==> src/rtl/mem_arb_pkg.sv <==
// Shared types and constants for the data-memory port arbiter.
// Holds the FSM encoding, print addresses and the latency bound.
package mem_arb_pkg;

    typedef enum logic [1:0] {
        IDLE  = 2'd0,
        ISSUE = 2'd1,
        WAIT  = 2'd2,
        RESP  = 2'd3
    } arb_state_t;

    localparam logic [31:0] PRINT_ADDR_0 = 32'h8000_0000;
    localparam logic [31:0] PRINT_ADDR_1 = 32'h8000_0064;
    localparam int          MEM_LAT_MAX  = 4;

    function automatic logic is_print_addr(input logic [31:0] addr);
        return (addr == PRINT_ADDR_0) || (addr == PRINT_ADDR_1);
    endfunction

endpackage

==> src/rtl/mem_port_arbiter_rr_arb2.sv <==
// Two-way round-robin grant: a lone requester wins, a tie goes to the one not granted last.
// Purely combinational, no backpressure of its own.
module rr_arb2 (
    input  logic [1:0] req,
    input  logic       last_grant,
    output logic [1:0] gnt,
    output logic       gnt_id
);

    always_comb begin
        gnt    = 2'b00;
        gnt_id = 1'b0;
        if (req == 2'b11) begin
            gnt_id = ~last_grant;
        end else if (req[1]) begin
            gnt_id = 1'b1;
        end
        if (req != 2'b00) begin
            gnt = 2'b01 << gnt_id;
        end
    end

endmodule

==> src/rtl/mem_port_arbiter.sv <==
// Round-robin sequencer for the single data-memory/MMIO port with a print-address display snoop.
// Latency: accept at T, mem_en at T+1, response at T+1+MEM_LAT; one transaction per MEM_LAT+2 cycles.
// Backpressure: req_ready only in IDLE; responses are never stalled.
module mem_port_arbiter
    import mem_arb_pkg::*;
#(
    parameter int MEM_LAT = 1
) (
    input  logic        clk,
    input  logic        rst_n,
    input  logic [1:0]  req_valid,
    output logic [1:0]  req_ready,
    input  logic [1:0]  req_wen,
    input  logic [31:0] req_addr0,
    input  logic [31:0] req_addr1,
    input  logic [31:0] req_wdata0,
    input  logic [31:0] req_wdata1,
    output logic [1:0]  rsp_valid,
    output logic [31:0] rsp_rdata,
    output logic        mem_en,
    output logic        mem_wen,
    output logic [31:0] mem_addr,
    output logic [31:0] mem_wdata,
    input  logic [31:0] mem_rdata,
    output logic        disp_we,
    output logic [31:0] disp_data
);

    // WAIT lasts MEM_LAT-1 cycles; the 2-bit counter covers the full legal range 1..4.
    localparam logic [1:0] WAIT_LOAD = 2'(MEM_LAT - 1);

    arb_state_t  state_q, state_d;
    logic [1:0]  cnt_q, cnt_d;
    logic        last_grant_q, last_grant_d;
    logic        req_wen_q, req_wen_d;
    logic        req_id_q, req_id_d;
    logic [31:0] req_addr_q, req_addr_d;
    logic [31:0] req_wdata_q, req_wdata_d;
    logic        mem_en_q, mem_en_d;
    logic [1:0]  rsp_valid_q, rsp_valid_d;
    logic [31:0] rsp_rdata_q, rsp_rdata_d;
    logic        disp_we_q, disp_we_d;
    logic [31:0] disp_data_q, disp_data_d;

    logic [1:0]  gnt;
    logic        gnt_id;
    logic        accept;
    logic        sel_wen;
    logic [31:0] sel_addr;
    logic [31:0] sel_wdata;

    rr_arb2 u_rr_arb2 (
        .req        (req_valid),
        .last_grant (last_grant_q),
        .gnt        (gnt),
        .gnt_id     (gnt_id)
    );

    assign accept    = (state_q == IDLE) && (req_valid != 2'b00);
    assign req_ready = accept ? gnt : 2'b00;
    assign sel_wen   = req_wen[gnt_id];
    assign sel_addr  = gnt_id ? req_addr1  : req_addr0;
    assign sel_wdata = gnt_id ? req_wdata1 : req_wdata0;

    always_comb begin
        state_d      = state_q;
        cnt_d        = cnt_q;
        last_grant_d = last_grant_q;
        req_wen_d    = req_wen_q;
        req_id_d     = req_id_q;
        // addr/wdata double as the memory output register, so they drop to 0 outside ISSUE
        req_addr_d   = 32'h0;
        req_wdata_d  = 32'h0;
        mem_en_d     = 1'b0;
        rsp_valid_d  = 2'b00;
        rsp_rdata_d  = 32'h0;
        disp_we_d    = 1'b0;
        disp_data_d  = disp_data_q;

        case (state_q)
            IDLE: begin
                if (accept) begin
                    state_d      = ISSUE;
                    last_grant_d = gnt_id;
                    req_id_d     = gnt_id;
                    req_wen_d    = sel_wen;
                    req_addr_d   = sel_addr;
                    req_wdata_d  = sel_wdata;
                    mem_en_d     = 1'b1;
                    if (sel_wen && is_print_addr(sel_addr)) begin
                        disp_we_d   = 1'b1;
                        disp_data_d = sel_wdata;
                    end
                end
            end
            ISSUE: begin
                if (MEM_LAT > 1) begin
                    state_d = WAIT;
                    cnt_d   = WAIT_LOAD;
                end else begin
                    state_d     = RESP;
                    rsp_valid_d = 2'b01 << req_id_q;
                    rsp_rdata_d = req_wen_q ? 32'h0 : mem_rdata;
                end
            end
            WAIT: begin
                if (cnt_q == 2'd1) begin
                    state_d     = RESP;
                    cnt_d       = 2'd0;
                    rsp_valid_d = 2'b01 << req_id_q;
                    rsp_rdata_d = req_wen_q ? 32'h0 : mem_rdata;
                end else begin
                    cnt_d = cnt_q - 2'd1;
                end
            end
            RESP: begin
                state_d = IDLE;
            end
            default: begin
                state_d = IDLE;
            end
        endcase
    end

    always_ff @(posedge clk or negedge rst_n) begin
        if (!rst_n) begin
            state_q      <= IDLE;
            cnt_q        <= 2'd0;
            last_grant_q <= 1'b1;
            req_wen_q    <= 1'b0;
            req_id_q     <= 1'b0;
            req_addr_q   <= 32'h0;
            req_wdata_q  <= 32'h0;
            mem_en_q     <= 1'b0;
            rsp_valid_q  <= 2'b00;
            rsp_rdata_q  <= 32'h0;
            disp_we_q    <= 1'b0;
            disp_data_q  <= 32'h0;
        end else begin
            state_q      <= state_d;
            cnt_q        <= cnt_d;
            last_grant_q <= last_grant_d;
            req_wen_q    <= req_wen_d;
            req_id_q     <= req_id_d;
            req_addr_q   <= req_addr_d;
            req_wdata_q  <= req_wdata_d;
            mem_en_q     <= mem_en_d;
            rsp_valid_q  <= rsp_valid_d;
            rsp_rdata_q  <= rsp_rdata_d;
            disp_we_q    <= disp_we_d;
            disp_data_q  <= disp_data_d;
        end
    end

    assign mem_en    = mem_en_q;
    assign mem_wen   = mem_en_q & req_wen_q;
    assign mem_addr  = req_addr_q;
    assign mem_wdata = req_wdata_q;
    assign rsp_valid = rsp_valid_q;
    assign rsp_rdata = rsp_rdata_q;
    assign disp_we   = disp_we_q;
    assign disp_data = disp_data_q;

endmodule
==> config.mk <==
export PLATFORM = sky130hd
export DESIGN_NAME = mem_port_arbiter
export DESIGN_NICKNAME = d
export VERILOG_FILES = /design/src/rtl/mem_arb_pkg.sv /design/src/rtl/mem_port_arbiter_rr_arb2.sv /design/src/rtl/mem_port_arbiter.sv
export SDC_FILE = /design/constraint.sdc
export NUM_CORES = 1
export LEC_CHECK = 0
export ABC_CLOCK_PERIOD_IN_PS = 2360
export CAP_MARGIN = 10
export CORE_AREA = 3 3 139 114
export CTS_CLUSTER_SIZE = 20
export DETAILED_ROUTE_END_ITERATION = 7
export DIE_AREA = 0 0 142 117
export PLACE_DENSITY = 0.87
export SYNTH_ARGS = -nofsm -noshare
export SYNTH_HDL_FRONTEND = slang
export SYNTH_SLANG_ARGS = --single-unit
==> constraint.sdc <==
create_clock -name clk -period 2.36 [get_ports clk]
set_input_delay 0.59 -clock clk [delete_from_list [all_inputs] [get_ports clk]]
set_output_delay 0.59 -clock clk [all_outputs]
set_load 0.005 [all_outputs]
==> results_dict.tcl <==
set metrics [dict create \
    powerDensity_mw_per_mm2 812 \
    worstMarginPinSlew_ns 0.506 \
    clk_path_buf_depth 2 \
    syn_area_sq_mm 0.00565 \
    register_area_sq_mm 0.00348 \
    path_clk_slew_ns 0.06 \
    post-route-drc-count 0 \
    busiest_layer "met2" \
    vias 5132 \
    clockPowerShare_pct 34.0 \
    cap_violations 0 \
    gr-usage-met3_pct 9.10 \
    firstDrtPassIters 5 \
    ys.flop_type "dfrtp_1" \
    postRouteAntennaNets 0 \
    cts_hold_buf 0 \
    port_buffers 300 \
    nets 1023 \
    mostFrequentLayoutCells "clkdlybuf4s50_1, nand2_1, dfrtp_1, a21oi_1, and2_1" \
    cts_sinks 139 \
    crit_type "in -> reg" \
    synth_seq_cells 139 \
    finalWirelength_um 19500 \
    dp_slack_ns -0.535 \
    intPower_mw 5.67 \
    clock_latency_ns 0.42 \
    routedWlPerCell_um 18.6 \
    async_flop_share_pct 100 \
    drt_iter0_markers 263 \
    max_stage_delay_ns 0.49 \
    setup_tns_ns 0 \
    fillers 1038 \
    coreArea_sq_mm 0.0144 \
    cts_made_buffers 17 \
    slew_headroom_pct 66.3 \
    antenna_found_initial 1 \
    grt_pass1_vias 5411 \
    cts-root-buf "clkbuf_16" \
    timing.rr.start "last_grant_q" \
    status "completed" \
    period_share_pct 96.6 \
    multi_input_area_sq_mm 0.00212 \
    synth_nets 697 \
    post_dp_cell_area_sq_mm 0.00907 \
    rows 39 \
    setup_ws_ns 0.0807 \
    crit_path_top_delay_cell "clkdlybuf4s50_1" \
    overflow 0 \
    path_cells "clkdlybuf4s50_1, nor4_4, buf_4, nand2_1, nor4_2, buf_4, a32oi_4, buf_12, mux2_1" \
    synth.yosys.seq_area_share_pct 61.6 \
    routed_via_density 4.89 \
    layout_commonest_cell "clkdlybuf4s50_1" \
    grtUsageMet2_pct 39.5 \
    maxSlewViolCount 0 \
    hold_path_class "in -> async" \
    synth_area_leaders "dfrtp_1, nand2_1, mux2_4" \
    end_kind "register" \
    synth.distinct_cells 31 \
    path_common_cell "buf_4" \
    synth_edf_count 0 \
    die_h_um 117 \
    syn_inst 526 \
    ioPinCount 301 \
    yosysTopAreaCell "dfrtp_1" \
    gp_congestion 0.828 \
    cts_tree "built" \
    cp.required_ns 2.66 \
    skew_ns 0.0111 \
    grt_pass1_wl_um 29400 \
    whs_ns 0.0606 \
    grt_start_max_net_pins 48 \
    finalCriticalPeriod_ns 2.28 \
    cts_max_level 4 \
    synthToLayoutAreaGrowth_pct 72.7 \
    rr_worst_depth 9 \
    die_x_um 142 \
    global_route.usage.met1_pct 26.7 \
    syn_avg_cell_area_sq_um 10.7 \
    stdcell_area_sq_mm 0.00976 \
    worst_setup_path_start_kind "input pin" \
    drive_gt1_share_pct 13.5 \
    reg2reg_slack_ns 0.20 \
    critPathMaxFanout 23 \
    power.leakage_nw 4.60 \
    track_usage_pct 23.3 \
    critPathArrivalTime_ns 2.58 \
    n_antenna_cell 0 \
    finalHoldViolations 0 \
    switchingPower_mw 2.26 \
    dieArea_sq_mm 0.0166 \
    p_sw_share_pct 28.5 \
    timing.fmax_ghz 0.439 \
    r2r-end "disp_data[0]" \
    irDropWorstVdd_mv 0.541 \
    p_seq_share_pct 36.8 \
    fin_util_pct 67.8 \
    dp_hpwl_um 14700 \
    combPwrFrac_pct 29.2 \
    ys.warnings.count 0 \
    setup_viol 0 \
    synth_top_area_share_pct 61.1 \
    start_util_pct 39.3 \
]
-- layer usage --
layer	wire length [um]	up-vias
met3	1900	38
li1	-	2388
met2	9690	273
met1	7340	2431
met4	555	2
met5	8	-
-- power groups by stage --
stage	Combinational, mW	Sequential, mW	Clock [mW]
floorplan	0.770	2.99	0
CTS	2.33	2.92	2.74
detailed placement	2.25	2.97	0
finish	2.31	2.92	2.69
global route	2.52	2.96	2.86
global placement	2.19	2.95	0
-- cell type report --
cell class | instances | area share, %
clock inverter | 12 | 1.38
clock buffer | 20 | 4.78
multi-input combinational | 355 | 21.7
timing repair buffer | 334 | 33.9
sequential | 139 | 35.7
inverter | 5 | 0.192
tap | 184 | 2.36
-- flip-flops by register name (all words and copies together), names as in the netlist --
signal        cells
disp_we           1
cnt_q             2
mem_addr         32
last_grant_q      1
mem_en            1
req_id_q          1
req_wen_q         1
rsp_rdata        32
rsp_valid         2
state_q           2
disp_data        32
mem_wdata        32
-- cell usage after synthesis, types with 2 or more instances --
cell type and number:
mux2_4 30, and2_1 34, nor4b_1 2, o21ai_0 2
and3_1 3, o211ai_1 2, nand4_1 3, nor2_1 10
mux2_1 2, buf_1 3, inv_1 4, ha_1 5
nor3_1 4, nand2_1 169, a21o_1 3, a21oi_1 67
nor4_1 10, buf_6 3, clkbuf_1 21, dfrtp_1 138
-- worst max-delay path: cells and delay by family --
kind	cells	cell delay, ns
buf+inv	4	1.02
simple gates	3	0.50
mux	1	0.33
compound gates	1	0.12
-- metrics by stage --
stage	cells	total power [mW]
after global routing	1049	8.34
final	1049	7.92
after detailed placement	1014	5.22
after global placement	1014	5.14
after floorplan	526	3.76
after CTS	1049	7.99
-- logic make-up after synthesis --
group	after synthesis	share of synthesized area, %
simple gates	237	18.4
flops	139	61.6
compound gates	80	7.82
mux	33	8.57
buf+inv	32	2.52
fa+ha+maj	5	1.11
-- worst max path at each step --
stage | startpoint | to | depth (start not counted)
2_1_floorplan | req_valid[1] | req_ready[0] | 4
3_3_place_gp | req_addr1[12] | disp_data[31] | 9
3_5_place_dp | req_addr0[12] | disp_data[0] | 8
4_1_cts | req_addr1[1] | disp_data[0] | 8
5_1_grt | req_addr1[8] | disp_data[31] | 9
6_report | req_addr1[8] | disp_data[0] | 9
-- what timing repair did --
action                     in CTS  in global routing
setup buffers                   3                  0
resized for setup              13                  6
setup endpoints to repair      34                 32
pin swaps                       0                  0
No activity file was read; power rests on OpenSTA's default activity.
